$ cat config.mk
export PLATFORM = sky130hd
export DESIGN_NAME = mem_access_ctrl_flat
export DESIGN_NICKNAME = d
export VERILOG_FILES = /design/src/rtl/mem_access_ctrl_if.sv /design/src/rtl/mem_access_ctrl.sv /design/src/flat_wrapper.sv
export SDC_FILE = /design/constraint.sdc
export NUM_CORES = 1
export LEC_CHECK = 0
export ABC_AREA = 0
export CAP_MARGIN = 20
export CELL_PAD_IN_SITES_DETAIL_PLACEMENT = 2
export CELL_PAD_IN_SITES_GLOBAL_PLACEMENT = 2
export CORE_MARGIN = 3
export CORE_UTILIZATION = 34
export CTS_BUF_LIST = sky130_fd_sc_hd__clkbuf_4
export DETAILED_ROUTE_END_ITERATION = 7
export PLACE_DENSITY_LB_ADDON = 0.1
export SLEW_MARGIN = 20
export SYNTH_ARGS = -nofsm -noshare
export SYNTH_HDL_FRONTEND = slang
export SYNTH_SLANG_ARGS = --single-unit
$ cat constraint.sdc
create_clock -name clock -period 4 [get_ports clock]
set_clock_uncertainty 0.2 [all_clocks]
set_input_delay 1.2 -clock clock [delete_from_list [all_inputs] [get_ports clock]]
set_output_delay 1.2 -clock clock [all_outputs]
set_load 0.005 [all_outputs]
$ cat src/rtl/mem_access_ctrl_if.sv
// rtl/mem_access_ctrl_if.sv - request, status and MAR/MDR/memory strobe bundle for mem_access_ctrl
interface mem_access_ctrl_if #(
   parameter int CNT_W = 4
);
   logic             rd_req;
   logic             wr_req;
   logic             mem_ready;
   logic             busy;
   logic             done;
   logic             timeout_err;
   logic             MARin;
   logic             MDRin;
   logic             Read;
   logic             mem_rd;
   logic             mem_wr;
   logic [CNT_W-1:0] wait_cnt;

   // Control unit / memory side: raises requests and ready, observes strobes
   modport master (
      output rd_req, wr_req, mem_ready,
      input  busy, done, timeout_err, MARin, MDRin, Read, mem_rd, mem_wr, wait_cnt
   );

   // Sequencer side
   modport slave (
      input  rd_req, wr_req, mem_ready,
      output busy, done, timeout_err, MARin, MDRin, Read, mem_rd, mem_wr, wait_cnt
   );
endinterface

$ cat src/rtl/mem_access_ctrl.sv
// rtl/mem_access_ctrl.sv - single-word MAR/MDR memory access sequencer with bounded ready wait
module mem_access_ctrl #(
   parameter int TIMEOUT = 15,
   parameter int CNT_W   = $clog2(TIMEOUT + 1)
) (
   input logic               clock,
   input logic               clear_n,
   mem_access_ctrl_if.slave  bus
);

   typedef enum logic [3:0] {
      S_IDLE    = 4'd0,
      S_RD_MAR  = 4'd1,
      S_RD_WAIT = 4'd2,
      S_RD_CAP  = 4'd3,
      S_WR_MAR  = 4'd4,
      S_WR_LOAD = 4'd5,
      S_WR_WAIT = 4'd6,
      S_DONE    = 4'd7,
      S_ERR     = 4'd8
   } state_t;

   // Last wait cycle index; reaching it without ready aborts the access
   localparam logic [CNT_W-1:0] LAST = CNT_W'(TIMEOUT - 1);

   state_t           state, nxt;
   logic [CNT_W-1:0] cnt, cnt_nxt;

   logic busy_q, done_q, err_q, marin_q, mdrin_q, read_q, mem_rd_q, mem_wr_q;

   // Next-state and wait-counter logic; counter only moves in the wait states
   always_comb begin
      nxt     = S_IDLE;
      cnt_nxt = cnt;
      case (state)
         S_IDLE: begin
            if (bus.rd_req)      nxt = S_RD_MAR;
            else if (bus.wr_req) nxt = S_WR_MAR;
            else                 nxt = S_IDLE;
         end
         S_RD_MAR: begin
            nxt     = S_RD_WAIT;
            cnt_nxt = '0;
         end
         S_RD_WAIT: begin
            if (bus.mem_ready)  nxt = S_RD_CAP;
            else if (cnt == LAST) nxt = S_ERR;
            else begin
               nxt     = S_RD_WAIT;
               cnt_nxt = cnt + CNT_W'(1);
            end
         end
         S_RD_CAP:  nxt = S_DONE;
         S_WR_MAR:  nxt = S_WR_LOAD;
         S_WR_LOAD: begin
            nxt     = S_WR_WAIT;
            cnt_nxt = '0;
         end
         S_WR_WAIT: begin
            if (bus.mem_ready)  nxt = S_DONE;
            else if (cnt == LAST) nxt = S_ERR;
            else begin
               nxt     = S_WR_WAIT;
               cnt_nxt = cnt + CNT_W'(1);
            end
         end
         S_DONE:  nxt = S_IDLE;
         S_ERR:   nxt = S_IDLE;
         default: nxt = S_IDLE;
      endcase
   end

   // State, counter and outputs registered together; outputs decode the state being entered
   always_ff @(posedge clock or negedge clear_n) begin
      if (!clear_n) begin
         state    <= S_IDLE;
         cnt      <= '0;
         busy_q   <= 1'b0;
         done_q   <= 1'b0;
         err_q    <= 1'b0;
         marin_q  <= 1'b0;
         mdrin_q  <= 1'b0;
         read_q   <= 1'b0;
         mem_rd_q <= 1'b0;
         mem_wr_q <= 1'b0;
      end else begin
         state    <= nxt;
         cnt      <= cnt_nxt;
         busy_q   <= (nxt != S_IDLE);
         done_q   <= (nxt == S_DONE);
         err_q    <= (nxt == S_ERR);
         marin_q  <= (nxt == S_RD_MAR) || (nxt == S_WR_MAR);
         mdrin_q  <= (nxt == S_RD_CAP) || (nxt == S_WR_LOAD);
         read_q   <= (nxt == S_RD_WAIT) || (nxt == S_RD_CAP);
         mem_rd_q <= (nxt == S_RD_WAIT) || (nxt == S_RD_CAP);
         mem_wr_q <= (nxt == S_WR_WAIT);
      end
   end

   assign bus.busy        = busy_q;
   assign bus.done        = done_q;
   assign bus.timeout_err = err_q;
   assign bus.MARin       = marin_q;
   assign bus.MDRin       = mdrin_q;
   assign bus.Read        = read_q;
   assign bus.mem_rd      = mem_rd_q;
   assign bus.mem_wr      = mem_wr_q;
   assign bus.wait_cnt    = cnt;

endmodule

$ cat src/flat_wrapper.sv
// flat-port wrapper written by rule: the top's interface ports become plain ports
module mem_access_ctrl_flat 
#(
   parameter int TIMEOUT = 15,
   parameter int CNT_W   = $clog2(TIMEOUT + 1)
)
  (clock, clear_n, bus_rd_req, bus_wr_req, bus_mem_ready, bus_busy, bus_done, bus_timeout_err, bus_MARin, bus_MDRin, bus_Read, bus_mem_rd, bus_mem_wr, bus_wait_cnt);
  mem_access_ctrl_if #(.CNT_W(CNT_W)) bus_i ();
  input logic clock;
  input logic clear_n;
  input wire logic [$bits(bus_i.rd_req)-1:0] bus_rd_req;
  input wire logic [$bits(bus_i.wr_req)-1:0] bus_wr_req;
  input wire logic [$bits(bus_i.mem_ready)-1:0] bus_mem_ready;
  output wire logic [$bits(bus_i.busy)-1:0] bus_busy;
  output wire logic [$bits(bus_i.done)-1:0] bus_done;
  output wire logic [$bits(bus_i.timeout_err)-1:0] bus_timeout_err;
  output wire logic [$bits(bus_i.MARin)-1:0] bus_MARin;
  output wire logic [$bits(bus_i.MDRin)-1:0] bus_MDRin;
  output wire logic [$bits(bus_i.Read)-1:0] bus_Read;
  output wire logic [$bits(bus_i.mem_rd)-1:0] bus_mem_rd;
  output wire logic [$bits(bus_i.mem_wr)-1:0] bus_mem_wr;
  output wire logic [$bits(bus_i.wait_cnt)-1:0] bus_wait_cnt;
  assign bus_i.rd_req = bus_rd_req;
  assign bus_i.wr_req = bus_wr_req;
  assign bus_i.mem_ready = bus_mem_ready;
  assign bus_busy = bus_i.busy;
  assign bus_done = bus_i.done;
  assign bus_timeout_err = bus_i.timeout_err;
  assign bus_MARin = bus_i.MARin;
  assign bus_MDRin = bus_i.MDRin;
  assign bus_Read = bus_i.Read;
  assign bus_mem_rd = bus_i.mem_rd;
  assign bus_mem_wr = bus_i.mem_wr;
  assign bus_wait_cnt = bus_i.wait_cnt;
  mem_access_ctrl #(.TIMEOUT(TIMEOUT), .CNT_W(CNT_W)) u_core (.clock(clock), .clear_n(clear_n), .bus(bus_i));
endmodule
== After elaboration in Yosys (flattened, before gate mapping) ==
Index checks and enable logic that the tools add are counted.

* Register bits after elaboration: 15
* Latch bits: 0
* RAM bits: 0
* Memory bits (read-only): 0
* Memories kept: 0

* $add $sub $neg: 1
* Multiply operators: 0
* Divide/modulo/power cells: 0
* Order comparisons: 0
* Equality and inequality tests: 17
* Shift operators: 0
* Mux-type cells: 10
* Bitwise logic cells: 0
* Reductions and logical operators: 9

{| class="wikitable"
|+ Operators by type and width
! cell !! count
|-
| 4-bit by 3-bit equality test with 1-bit output (second input constant) || 7
|-
| 4-bit two-way mux || 7
|-
| 4-bit one-hot mux with 7 select lines || 1
|-
| 4-bit by 2-bit equality test with 1-bit output (second input constant) || 4
|-
| 4-bit by 1-bit equality test with 1-bit output (second input constant) || 2
|-
| 4-bit equality test (second input constant) || 2
|-
| 4-bit one-hot mux with 2 select lines || 1
|-
| 4-bit by 1-bit adder with 4-bit output (second input constant) || 1
|-
| 4-bit logical NOT || 1
|-
| 2-bit inequality test (second input constant) || 2
|-
| 4-bit nonzero test || 1
|-
| 2-bit OR reduction || 2
|-
| 1-bit logical OR || 3
|-
| 3-bit two-way mux || 1
|-
| 3-bit AND reduction || 1
|-
| 2-bit nonzero test || 1
|}

== Longest topological paths before layout ==
* Word-level depth: 6
* Mapped depth: 7
* Gate-level depth less buffers: 7

== Worst setup path before layout ==
Ideal clock, no wire load.

* Kind: in2reg
* From: input bus_mem_ready
* To: register u_core.cnt[3], in the netlist u_core.bus.wait_cnt[3]
* Setup time: 0.078 ns
* Arrival: 2.189 ns
* Data required time: 3.722 ns
* Path slack: 1.533 ns
* Stages on the path: 4
* Buffers on the path: 0
* Cell sequence: and4b_1 > o22a_4 > or4_1 > a21oi_1

* Cells in the longest elaborated chain, start to end: 2

{| class="wikitable"
|+ Ends and longest elaborated chain
! what !! RTL line !! source
|-
| start, declared || flat_wrapper.sv:13 || <nowiki>input wire logic [$bits(bus_i.mem_ready)-1:0] bus_mem_ready;</nowiki>
|-
| 2-bit inequality test (no source line) || n/a ||
|-
| 3-bit AND reduction (no source line) || n/a ||
|-
| end signal, assigned || mem_access_ctrl.sv:88 || <nowiki>cnt <= cnt_nxt;</nowiki>
|-
| end, declared || mem_access_ctrl.sv:27 || <nowiki>logic [CNT_W-1:0] cnt, cnt_nxt;</nowiki>
|}

Every way passes these cells.
A chain may end at the register's enable or synchronous reset.

== Worst setup path after layout ==
* From: input bus_mem_ready
* To: register u_core.busy_q, in the netlist u_core.bus.busy

* Cells in the longest elaborated chain, start to end: 3
* Elaborated cells between the ends (all ways): 4

{| class="wikitable"
|+ Ends and longest elaborated chain
! what !! RTL line !! source
|-
| 4-bit two-way mux, on equally long branches || mem_access_ctrl.sv:60, mem_access_ctrl.sv:46 ||
|-
| 4-bit one-hot mux with 7 select lines * || mem_access_ctrl.sv:35 || <nowiki>case (state)</nowiki>
|-
| 4-bit nonzero test * || mem_access_ctrl.sv:89 || <nowiki>busy_q <= (nxt != S_IDLE);</nowiki>
|-
| end signal, assigned || mem_access_ctrl.sv:89 ||
|-
| end, declared || mem_access_ctrl.sv:29 || <nowiki>logic busy_q, done_q, err_q, marin_q, mdrin_q, read_q, mem_rd_q, mem_wr_q;</nowiki>
|}

Mark *: on every way between the ends. The rest lies on a longest branch, timed or not.

==> impl_results.md <==
- Synth warn: 0
- Critical Path RT: 3.94 ns
- Port buffer count: 16
- GP Congestion: 0.7302
- First-pass GRT wire length: 3.001 mm
- TritonCTS Buffers: 3
- RSZ-0062 raised after global routing: no
- Critical path arrival: 2.85 ns
- Worst Setup End Kind: register
- Hold path start: u_core.bus.wait_cnt[0]$_DFFE_PN0P_
- Synth cell count leaders: dfrtp_1, nor2_1, nor3_1, o21ai_0
- GR peak layer: met2
- Die outline height: 52.56 um
- Pin count of the biggest net entering global routing: 16
- Hold buffers post-CTS: 0
- ANT cells: 0
- Worst R2R Setup Slack: 1.85 ns
- H-tree depth: 1
- Synth top area cells: dfrtp_1, ha_1, nor3_1, o21ai_0, nor2_1
- Worst slew margin: 0.5362
- Final period util: 0.7268
- Worst Hold Depth: 1
- Gr usage total: 0.1533
- Reg2Reg Depth: 6
- Static leakage: 0.3816 nW
- Final number of max-transition violations: 0
- Count of different cell masters after synthesis: 34
- Fmax: 0.3440 GHz
- Initial antenna violation count: 0
- Layout cells sized above 1: 0.1084
- Max incr delay on CP: 0.56 ns
- Reg-to-reg endpoint: u_core.bus.busy$_DFF_PN0_
- Pwr Total: 0.6556 mW
- Status: completed
- HPWL reported at the end of detailed placement: 1.191 mm
- Dominant cell type by area after synthesis: dfrtp_1
- Post-Syn Area: 737.0 um2
- Primary FF master, synth: dfrtp_1
- Post-route ant nets: 0
- Post-DP Area: 903.4 um2
- Setup CP Type: primary input to register
- Synth top area share: 0.5093
- CP cell instances: clkdlybuf4s50_1 -> and4b_1 -> o21ai_0 -> a221oi_1 -> o21ai_0
- CTS resizes: 0
- Slew at the pin with the worst max-slew slack: 0.6935 ns
- Fill cells: 222
- Final Hold Viols: 0
- Post-synth ARST share: 1.000
- Crit path max-delay cell type: a221oi_1
- CTS tree: done
- Total die area: 2762 um2
- Maximum fanout along the worst path: 5
- Iter 0 DRT Violations: 7
- Max-cap viol count: 0
- Drt pass-1 iters: 3
- RR Startpoint: u_core.bus.wait_cnt[0]$_DFFE_PN0P_
- Final setup vio count: 0
- Nets: 91
- Initial Utilization: 0.3681
- Row cnt: 16
- Top-count cell post-synth: dfrtp_1
- Routed wire length per instance: 15.41 um
- Die width: 52.56 um
- Crit path buf inv count: 1
- Clock net sink count: 15
- Via-per-instance ratio: 5.327
- Crit-path most repeated cell: o21ai_0
- Post-route setup TNS: 0 ns
- Seq/Total Area, Yosys: 0.5093
- Post-synth EDFFs: 0
- Syn_area_per_cell: 11.00 um2
- Type of the worst min-delay path: register to register
- Grt ovf: 0
- Met2 Resource Use GR: 0.2562
- Mapped Cells: 67
- Min cycle time layout: 2.907 ns
- Core region area: 2002 um2
- Crit path launch type: primary input
- CTS clk-pin slew, worst paths: 0.10 ns
- Net Count, Synth: 74
- Area growth, synth to finish: 26.66%
- Postcts setup bufs: 0
- Hold EP: u_core.bus.wait_cnt[0]$_DFFE_PN0P_
- Vias: 586
- Post-route DRC: 0
- Fin area: 933.4 um2
- VDD IR-drop max: 0.0003206 V
- CP top delay family: compound AO/OA/AOI/OAI gates
- Met1 Usage GRT: 0.1791
- I/O pin cnt: 17
- Clock buffer depth: 2
- P per Cell Area: 702.3 nW/um2
- Drt total wl: 1.695 mm
- FF+latch count, synth: 15
- GR Util met3: 0.04843
- Root buf cell: clkbuf_4
- Clk_lat worst skew: 0.29 ns
- Vias in the first global route: 633
## layout by cell type (no fill, tap or decap), types with 2 or more instances in the layout
| master | synthesis | layout |
|---|---|---|
| a21oi_1 | 2 | 2 |
| clkbuf_4 | 0 | 3 |
| clkdlybuf4s50_1 | 0 | 16 |
| dfrtp_1 | 15 | 15 |
| ha_1 | 2 | 2 |
| inv_1 | 2 | 2 |
| nand2b_1 | 2 | 2 |
| nor2_1 | 6 | 6 |
| nor2b_1 | 2 | 2 |
| nor3_1 | 5 | 5 |
| nor3b_1 | 2 | 2 |
| o21ai_0 | 5 | 5 |
## power breakdown
group / switching, mW / internal [mW] / total [mW] / leakage (nW)
Combinational: 0.139 / 0.165 / 0.303 / 0.175
Clock: 0.0524 / 0.0380 / 0.0904 / 0.0139
Sequential: 0.0622 / 0.200 / 0.262 / 0.193
Total: 0.253 / 0.402 / 0.656 / 0.382
## through the flow
stage	util	std cells	hold WS, ns	worst slack [ns]
floorplan	-	67	0.3123	1.533
detailed placement	0.4513	106	0.3715	0.8936
global route	0.4663	110	0.4302	0.9505
global placement	0.4513	106	0.3657	0.9017
finish	0.4663	110	0.3992	1.093
CTS	0.4663	110	0.3965	1.088
## metal layers
| layer | wire length [um] | vias to the layer above |
|---|---|---|
| met5 | 0 | - |
| met4 | 27 | 0 |
| met3 | 71 | 4 |
| met2 | 836 | 13 |
| met1 | 759 | 296 |
| li1 | - | 273 |
## flip-flops by register name, indices dropped and copies added, names as in the netlist
name and cells:
u_core.bus.wait_cnt 4, u_core.bus.done 1, u_core.bus.MARin 1, u_core.bus.timeout_err 1
u_core.bus.busy 1, u_core.bus.MDRin 1, u_core.state 4, u_core.bus.mem_wr 1
u_core.bus.Read 1
## how the worst max path moves through the flow
| stage | cells past startpoint | endpoint | startpoint |
|---|---|---|---|
| after floorplan | 4 | u_core.bus.wait_cnt[3]$_DFFE_PN0P_ | bus_mem_ready |
| after global placement | 5 | u_core.bus.wait_cnt[2]$_DFFE_PN0P_ | bus_mem_ready |
| after detailed placement | 5 | u_core.bus.busy$_DFF_PN0_ | bus_mem_ready |
| after CTS | 5 | u_core.bus.busy$_DFF_PN0_ | bus_mem_ready |
| after global routing | 5 | u_core.bus.busy$_DFF_PN0_ | bus_mem_ready |
| final | 5 | u_core.bus.busy$_DFF_PN0_ | bus_mem_ready |
## cell type report
| type | count | area, um2 | share of cell area |
|---|---|---|---|
| clock buffer | 3 | 22.52 | 0.02413 |
| clock inverter | 1 | 7.507 | 0.008043 |
| inverter | 2 | 7.507 | 0.008043 |
| multi-input combinational | 46 | 326.6 | 0.3499 |
| sequential | 15 | 375.4 | 0.4021 |
| tap | 27 | 33.78 | 0.03619 |
| timing repair buffer | 16 | 160.2 | 0.1716 |
## kinds of logic (layout without fill, tap and decap cells)
family          count (synthesis)  in the layout  share of synthesized area
simple gates                   27             27                     0.2241
fa+ha+maj                       2              2                    0.03395
mux                             1              1                    0.01528
flops                          15             15                     0.5093
buf+inv                         6             22                    0.04753
compound gates                 16             16                     0.1698
No activity file was read; power rests on OpenSTA's default activity.
